==> src/rtl/regfile_write_arbiter_if.sv <==
`default_nettype none
// ============================================================================
//  Module      : regfile_write_arbiter_if
//  Description : Bundle of the ALU writeback, load-return handshake and
//                register-file write-port signals of regfile_write_arbiter.
//                master : producer side (ALU/load sources, sees write port)
//                slave  : arbiter side
//  Ports       : alu_valid/alu_rd/alu_data      ALU result
//                mem_valid/mem_rd/mem_data      load result offer
//                mem_ready                      load accepted when valid&&ready
//                RegWrite/writeRegister/writeData  registered write port
//                pending                        live queued-load bitmap
//  Revision    : 1.0 - initial release
// ============================================================================
interface regfile_write_arbiter_if;
    logic        alu_valid;
    logic [4:0]  alu_rd;
    logic [31:0] alu_data;
    logic        mem_valid;
    logic [4:0]  mem_rd;
    logic [31:0] mem_data;
    logic        mem_ready;
    logic        RegWrite;
    logic [4:0]  writeRegister;
    logic [31:0] writeData;
    logic [31:0] pending;

    modport master (
        output alu_valid, alu_rd, alu_data, mem_valid, mem_rd, mem_data,
        input  mem_ready, RegWrite, writeRegister, writeData, pending
    );

    modport slave (
        input  alu_valid, alu_rd, alu_data, mem_valid, mem_rd, mem_data,
        output mem_ready, RegWrite, writeRegister, writeData, pending
    );
endinterface
`default_nettype wire

==> src/rtl/regfile_write_arbiter.sv <==
`default_nettype none
// ============================================================================
//  Module      : regfile_write_arbiter
//  Description : Shares the single register-file write port between the ALU
//                writeback path (fixed priority, never stalled) and an
//                in-order load-return queue. Younger ALU writes cancel queued
//                loads to the same register so write-after-write order holds.
//  Ports       : clk    rising-edge clock
//                reset  synchronous active-high reset
//                bus    regfile_write_arbiter_if.slave (see interface file)
//  Revision    : 1.0 - initial release
// ============================================================================
module regfile_write_arbiter #(
    parameter int DEPTH = 2
) (
    input  logic                    clk,
    input  logic                    reset,
    regfile_write_arbiter_if.slave  bus
);

    localparam int c_PTR_W = (DEPTH > 1) ? $clog2(DEPTH) : 1;
    localparam int c_CNT_W = $clog2(DEPTH + 1);
    localparam logic [c_CNT_W-1:0] c_FULL = c_CNT_W'(DEPTH);
    localparam logic [c_CNT_W-1:0] c_ONE  = c_CNT_W'(1);
    localparam logic [c_PTR_W-1:0] c_LAST = c_PTR_W'(DEPTH - 1);

    // Queue storage
    logic [4:0]         r_q_rd   [DEPTH];
    logic [31:0]        r_q_data [DEPTH];
    logic [DEPTH-1:0]   r_q_live;
    logic [c_PTR_W-1:0] r_head;
    logic [c_PTR_W-1:0] r_tail;
    logic [c_CNT_W-1:0] r_count;

    // Write port registers
    logic               r_we;
    logic [4:0]         r_wr;
    logic [31:0]        r_wd;

    logic               w_kill;
    logic               w_mem_ready;
    logic               w_accept;
    logic               w_load_ok;
    logic               w_empty;
    logic               w_head_live;
    logic               w_pop;
    logic               w_bypass;
    logic               w_push;
    logic [DEPTH-1:0]   w_live_after;
    logic [31:0]        w_pending;

    assign w_kill      = bus.alu_valid && (bus.alu_rd != 5'd0);
    assign w_mem_ready = (r_count < c_FULL) && !reset;
    assign w_accept    = bus.mem_valid && w_mem_ready;
    // A load colliding with a same-cycle ALU write is the older one, so it is
    // superseded immediately; rd 0 loads complete the handshake and vanish.
    assign w_load_ok   = w_accept && (bus.mem_rd != 5'd0) &&
                         !(w_kill && (bus.mem_rd == bus.alu_rd));

    // Live bits as they stand after this cycle's kill.
    always_comb begin
        w_live_after = '0;
        for (int i = 0; i < DEPTH; i++) begin
            w_live_after[i] = r_q_live[i] &&
                              !(w_kill && (r_q_rd[i] == bus.alu_rd));
        end
    end

    assign w_empty     = (r_count == '0);
    assign w_head_live = !w_empty && w_live_after[r_head];
    // Head leaves when it is written (no ALU kill) or when it is dead; dead
    // entries never occupy the write port.
    assign w_pop       = !w_empty && (!w_head_live || !w_kill);
    assign w_bypass    = !w_kill && w_empty && w_load_ok;
    assign w_push      = w_load_ok && !w_bypass;

    always_comb begin
        w_pending = '0;
        for (int i = 0; i < DEPTH; i++) begin
            if (r_q_live[i]) begin
                w_pending[r_q_rd[i]] = 1'b1;
            end
        end
        w_pending[0] = 1'b0;
    end

    always_ff @(posedge clk) begin
        if (reset) begin
            r_head   <= '0;
            r_tail   <= '0;
            r_count  <= '0;
            r_q_live <= '0;
            r_we     <= 1'b0;
            r_wr     <= 5'd0;
            r_wd     <= 32'd0;
        end else begin
            // Kill, then pop, then push: later assignments win on overlap.
            r_q_live <= w_live_after;

            if (w_pop) begin
                r_q_live[r_head] <= 1'b0;
                r_head           <= (r_head == c_LAST) ? '0 : r_head + c_PTR_W'(1);
            end

            if (w_push) begin
                r_q_rd[r_tail]   <= bus.mem_rd;
                r_q_data[r_tail] <= bus.mem_data;
                r_q_live[r_tail] <= 1'b1;
                r_tail           <= (r_tail == c_LAST) ? '0 : r_tail + c_PTR_W'(1);
            end

            if (w_push && !w_pop) begin
                r_count <= r_count + c_ONE;
            end else if (w_pop && !w_push) begin
                r_count <= r_count - c_ONE;
            end

            if (w_kill) begin
                r_we <= 1'b1;
                r_wr <= bus.alu_rd;
                r_wd <= bus.alu_data;
            end else if (w_head_live) begin
                r_we <= 1'b1;
                r_wr <= r_q_rd[r_head];
                r_wd <= r_q_data[r_head];
            end else if (w_bypass) begin
                r_we <= 1'b1;
                r_wr <= bus.mem_rd;
                r_wd <= bus.mem_data;
            end else begin
                r_we <= 1'b0;
            end
        end
    end

    assign bus.mem_ready     = w_mem_ready;
    assign bus.RegWrite      = r_we;
    assign bus.writeRegister = r_wr;
    assign bus.writeData     = r_wd;
    assign bus.pending       = w_pending;

endmodule
`default_nettype wire

==> src/flat_wrapper.sv <==
// flat-port wrapper written by rule: the top's interface ports become plain ports
module regfile_write_arbiter_flat 
#(
    parameter int DEPTH = 2
)
  (clk, reset, bus_alu_valid, bus_alu_rd, bus_alu_data, bus_mem_valid, bus_mem_rd, bus_mem_data, bus_mem_ready, bus_RegWrite, bus_writeRegister, bus_writeData, bus_pending);
  regfile_write_arbiter_if bus_i ();
  input  logic clk;
  input  logic reset;
  input wire logic [$bits(bus_i.alu_valid)-1:0] bus_alu_valid;
  input wire logic [$bits(bus_i.alu_rd)-1:0] bus_alu_rd;
  input wire logic [$bits(bus_i.alu_data)-1:0] bus_alu_data;
  input wire logic [$bits(bus_i.mem_valid)-1:0] bus_mem_valid;
  input wire logic [$bits(bus_i.mem_rd)-1:0] bus_mem_rd;
  input wire logic [$bits(bus_i.mem_data)-1:0] bus_mem_data;
  output wire logic [$bits(bus_i.mem_ready)-1:0] bus_mem_ready;
  output wire logic [$bits(bus_i.RegWrite)-1:0] bus_RegWrite;
  output wire logic [$bits(bus_i.writeRegister)-1:0] bus_writeRegister;
  output wire logic [$bits(bus_i.writeData)-1:0] bus_writeData;
  output wire logic [$bits(bus_i.pending)-1:0] bus_pending;
  assign bus_i.alu_valid = bus_alu_valid;
  assign bus_i.alu_rd = bus_alu_rd;
  assign bus_i.alu_data = bus_alu_data;
  assign bus_i.mem_valid = bus_mem_valid;
  assign bus_i.mem_rd = bus_mem_rd;
  assign bus_i.mem_data = bus_mem_data;
  assign bus_mem_ready = bus_i.mem_ready;
  assign bus_RegWrite = bus_i.RegWrite;
  assign bus_writeRegister = bus_i.writeRegister;
  assign bus_writeData = bus_i.writeData;
  assign bus_pending = bus_i.pending;
  regfile_write_arbiter #(.DEPTH(DEPTH)) u_core (.clk(clk), .reset(reset), .bus(bus_i));
endmodule
==> config.mk <==
export PLATFORM = sky130hd
export DESIGN_NAME = regfile_write_arbiter_flat
export DESIGN_NICKNAME = d
export VERILOG_FILES = /design/src/rtl/regfile_write_arbiter_if.sv /design/src/rtl/regfile_write_arbiter.sv /design/src/flat_wrapper.sv
export SDC_FILE = /design/constraint.sdc
export NUM_CORES = 1
export LEC_CHECK = 0
export CORE_ASPECT_RATIO = 0.7
export CORE_MARGIN = 2
export CORE_UTILIZATION = 45
export DETAILED_ROUTE_END_ITERATION = 6
export DONT_BUFFER_PORTS = 1
export PLACE_DENSITY_LB_ADDON = 0.2
export SYNTH_ARGS = -nofsm -noshare
export SYNTH_HDL_FRONTEND = slang
export SYNTH_SLANG_ARGS = --single-unit
==> constraint.sdc <==
create_clock -name clk -period 6.59 [get_ports clk]
set_input_delay 1.977 -clock clk [delete_from_list [all_inputs] [get_ports clk]]
set_output_delay 1.977 -clock clk [all_outputs]
set_load 0.03 [all_outputs]
==> results.cfg <==
[timing]
finalSetupTns_ns = 0
skew_ns = 0.00833
relSlewSlack = 0.297
hold_violations = 0
setup_viol = 0
period_share = 0.688
final-max-slew-violation-count = 0
rsz0062_at_grt = false
max_freq_ghz = 0.221
fin_crit_ns = 4.53
worstMarginPinSlew_ns = 1.05
whs_ns = 0.517

[synth]
synth.net_count = 583
ys.flop_type = edfxtp_1
syn_avg_cell_area_um2 = 11.5
synthCells = 504
synth_edf_count = 74
yosys_warnings = 0
synth_cell_types = 43
netlist_area_um2 = 5820
async_flop_share = 0
ys_seq_area_frac = 0.537
synth-seq-cells = 119

[final_layout]
final_cell_mix = edfxtp_1 (74), dfxtp_1 (44), nand2_1 (41)
fin_cells = 659
area_growth_pct = 10.7
mostFrequentLayoutCell = edfxtp_1
drive_gt1_frac = 0.264
layout.nets = 563
n_antenna_cell = 0
fin_util = 0.515

[die]
core-area_um2 = 12500
rows = 34
pin_count = 149
die_h_um = 99.1
floorplan.die_area_um2 = 13900
start_util = 0.465
die_w_um = 140

[routing]
ant_nets = 0
drc = 0
viasPerCell = 6.33
routed_wirelength_mm = 14.1
via_count = 4172
drt_first_pass_iters = 5
first_iter_violations = 324
wire_per_inst_um = 21.4

[setup_path]
path_cells = or4_1 > o21a_1 > buf_4 > a31oi_1 > or2_2 > nor3_1 > a311oi_1
cp-end-kind = register
cp_data_required_time_ns = 6.91
critical-path-slowest-cell = or2_2
slowest_delay_ns = 0.87
cp_num_buf_inv = 1
crit_path_start_kind = input pin
cp_top_family = simple AND/OR/NAND/NOR gates
arrival_ns = 4.85
critPathKind = in -> reg
crit_fanout = 38

[pwr]
peakVddDrop_mv = 0.189
p_leak_nw = 2.12
pwr-share-comb = 0.191
pwr-share-clk = 0.375
p_seq_frac = 0.434
internal_power_w = 0.00169
p_switching_w = 0.000762
switching_share = 0.311
powerDensity_nw_per_um2 = 380

[place]
dp_cells = 627
gp_congestion = 0.840
portBuffers = 0
dpl.hpwl_mm = 9.05

[job]
max-cap-violations = 0

[global_routing]
antenna_found_initial = 0
grt_max_degree = 70
track_usage = 0.207
grt_overflow = 0
grt_pass1_wl_mm = 22.4
grt_pass1_vias = 4142

[clock_network]
ctsResizeCount = 0
clk_pin_slew_worst_paths_ns = 0.05
root_buffer = clkbuf_16
cts_max_path_buffers = 2
h-tree-depth = 4
post_cts_buffers = 0
cts_made_buffers = 17
clkLatencyLatePin_ns = 0.41
ctsHoldBuffers = 0
clock-sinks = 119
cts_tree = yes

[run_status]
status = completed

[hold_path]
hold_class = reg -> reg
[tightest hold or removal path, cell delays in order, from the launching register on]
cell     delay, ns
dfxtp_1       0.33
o21ai_0       0.08
a21oi_1       0.06
[Yosys cell counts, drive strengths merged (14+ instances only)]
library cell | count | area, um2
a311oi | 32 | 405
buf | 15 | 126
clkbuf | 29 | 109
dfxtp | 45 | 901
edfxtp | 74 | 2220
mux2 | 39 | 439
nand2 | 42 | 158
nand3 | 39 | 195
nor2 | 14 | 55.1
nor3 | 35 | 275
o21ai | 36 | 184
o22ai | 31 | 194
xor2 | 17 | 149
[metal layers]
metal,global-route usage,part of all wire,vias up
met5,0,0,-
li1,-,-,1906
met4,0.0662,0.013,0
met3,0.0660,0.078,23
met2,0.327,0.47,176
met1,0.275,0.44,2067
[registers in the layout (all words and copies together) (netlist names), 2 cells and up, named ones only]
name	count
u_core.r_count	2
u_core.bus.writeRegister	5
u_core.r_q_live	2
u_core.r_q_data	64
u_core.r_q_rd	10
u_core.bus.writeData	32
[per-stage QoR]
stage	power [W]	instance area (um2)	worst slack, ns
final	0.00245	6440	2.06
after global routing	0.00256	6440	1.81
after CTS	0.00247	6440	2.02
after detailed placement	0.00155	5850	1.56
after global placement	0.00153	5850	1.71
after floorplan	0.00146	5820	1.22
[power by group through the flow]
| stage | Sequential (W) | Clock, W | Combinational (W) |
|---|---|---|---|
| 2_1_floorplan | 0.00101 | 0 | 0.000446 |
| 3_3_place_gp | 0.00108 | 0 | 0.000455 |
| 3_5_place_dp | 0.00108 | 0 | 0.000470 |
| 4_1_cts | 0.00107 | 0.000930 | 0.000473 |
| 5_1_grt | 0.00108 | 0.000970 | 0.000513 |
| 6_report | 0.00106 | 0.000919 | 0.000468 |
[path summary, 6_finish.rpt]
| check | start | to | slack (ns) | depth (start not counted) |
|---|---|---|---|---|
| worst max-delay path | bus_alu_rd[0] | u_core.bus.writeData[30]$_SDFFE_PP0P_ | 2.06 | 7 |
| worst min-delay path | u_core.r_count[1]$_SDFFE_PP0P_ | u_core.r_count[1]$_SDFFE_PP0P_ | 0.52 | 2 |
| worst max register to register | u_core.r_count[1]$_SDFFE_PP0P_ | u_core.r_q_data[1][31]$_DFFE_PP_ | 3.70 | 5 |
| worst min register to register | u_core.r_count[1]$_SDFFE_PP0P_ | u_core.r_count[1]$_SDFFE_PP0P_ | 0.52 | 2 |
[final cells by class]
type	count	area [um2]
clock buffer	18	429
sequential	119	3120
multi-input combinational	340	2480
timing repair buffer	5	37.5
fill	1124	6070
tap	162	203
clock inverter	14	159
inverter	1	3.75
[cells by family after synthesis]
kind of cell               synth area share
buffers and inverters                0.0411
muxes                                0.0755
DFF                                   0.537
and+or+nand+nor                       0.151
other                              0.000644
adders and majority gates           0.00215
AOI/OAI and AO/OA                     0.166
xor gates and xnor gates             0.0271
Note: power is estimated with default switching activity, not from simulation.
==> RTL change: new RTL, same settings <==
`DEPTH` is set to 2 in 2 places; all go to 1.
--- a/src/rtl/regfile_write_arbiter.sv
+++ b/src/rtl/regfile_write_arbiter.sv
@@ -12,5 +12,5 @@
 // ============================================================================
 module regfile_write_arbiter #(
-    parameter int DEPTH = 2
+    parameter int DEPTH = 1
 ) (
     input  logic                    clk,
--- a/src/flat_wrapper.sv
+++ b/src/flat_wrapper.sv
@@ -2,5 +2,5 @@
 module regfile_write_arbiter_flat 
 #(
-    parameter int DEPTH = 2
+    parameter int DEPTH = 1
 )
   (clk, reset, bus_alu_valid, bus_alu_rd, bus_alu_data, bus_mem_valid, bus_mem_rd, bus_mem_data, bus_mem_ready, bus_RegWrite, bus_writeRegister, bus_writeData, bus_pending);
Behaviour: not the same (a bounded check fails within 4 cycles, from zero or initial values and one cycle with reset high).
==> RTL change against the original RTL <==
- clock skew is 2.4 ps lower
- setup slack better by 120 ps
- total power is 53% lower
- sequential cell count is 42 lower
- utilization is 1.6 points lower
- first-iteration DRC count is 51% lower
- wire length is 38% lower
- sequential power is 44% lower
- worst hold slack worse by 6.7 ps
- area after synthesis is 39% lower
- cell area is 40% lower
==> RTL change: results (changes against the original RTL) <==
maximum net fanout on the critical path 4 (was 38); fin crit share 66.98% (was 68.80%); number of nets at the end of the flow 430 (was 563); vias in the first global route 2674 (was 4142); number of DRC markers in iteration 0 158 (was 324); main flop type after synthesis sky130_fd_sc_hd__dfxtp_1 (was sky130_fd_sc_hd__edfxtp_1); met3 Resource Use GR 9.498% (was 6.596%); Worst IR Drop VDD 0.1607 mV (was 0.1887 mV); CTS buffer count 9 (was 17); outcome finished, final reports clean (unchanged); routed length on met2 4141 µm (was 6600 µm); # placed instances 442 (was 627); hold-critical path endpoint u_core.r_q_live (was u_core.r_count[1]); top cells by instance count after synthesis sky130_fd_sc_hd__nand2_1, sky130_fd_sc_hd__dfxtp_1, sky130_fd_sc_hd__nand3_1, sky130_fd_sc_hd__edfxtp_1, sky130_fd_sc_hd__nand2b_1 (was sky130_fd_sc_hd__edfxtp_1, sky130_fd_sc_hd__dfxtp_1, sky130_fd_sc_hd__nand2_1, sky130_fd_sc_hd__mux2_2, sky130_fd_sc_hd__nand3_1); startpoint of the worst-slack reg-to-reg timing path u_core.r_count (was u_core.r_count[1]); wire length of the first global-routing pass 14030 µm (was 22380 µm); combinational cell fraction of total power 7.4% (was 19.1%); final hold slack 510.6 ps (was 517.3 ps); placement-stage worst setup slack 2173 ps (was 1558 ps); area used by multi-input combinational logic 0.001518 mm² (was 0.002485 mm²); DPL Wire Length 5627 µm (was 9053 µm); Placed Instance Area 0.003593 mm² (was 0.005853 mm²); Worst Hold Path Cells 1 (was 2); count of vias placed by the detailed router 2648 (was 4172); number of distinct library cells after synthesis 33 (was 43); count of filler cells inserted in the layout 767 (was 1124); master of the slowest instance on the critical path sky130_fd_sc_hd__nor2_1 (was sky130_fd_sc_hd__or2_2); Logic power comb 0.0000857 W (was 0.000468 W); largest incremental delay on the critical path 460 ps (was 870 ps); fraction of final layout cells sized beyond drive strength 1 7.563% (was 26.36%); Routed met1 length 3739 µm (was 6235 µm); met1 demand-to-capacity share in global routing 25.05% (was 27.46%)
==> RTL change: how the worst max path moves through the flow <==
stage               start             to  depth (start not counted)
global placement    reset  bus_mem_ready                          1
finish              reset  bus_mem_ready                          1
CTS                 reset  bus_mem_ready                          1
detailed placement  reset  bus_mem_ready                          1
floorplan           reset  bus_mem_ready                          1
global route        reset  bus_mem_ready                          1
==> RTL change: area by class of cell <==
cell class / count / area share (%)
sequential: 77 / 49.13
multi-input combinational: 258 / 39.00
clock buffer: 12 / 6.334
tap: 101 / 3.248
clock inverter: 4 / 1.254
timing repair buffer: 4 / 0.7717
inverter: 2 / 0.1929
antenna: 1 / 0.06431
==> RTL change: cell families after synthesis <==
kind of cell	Yosys count	synth area share, %
AND/OR/NAND/NOR	201	27.03
flip-flops	77	53.43
AO/OA/AOI/OAI	46	12.48
buffers and inverters	31	4.510
XOR/XNOR	10	2.448
other	1	0.1048
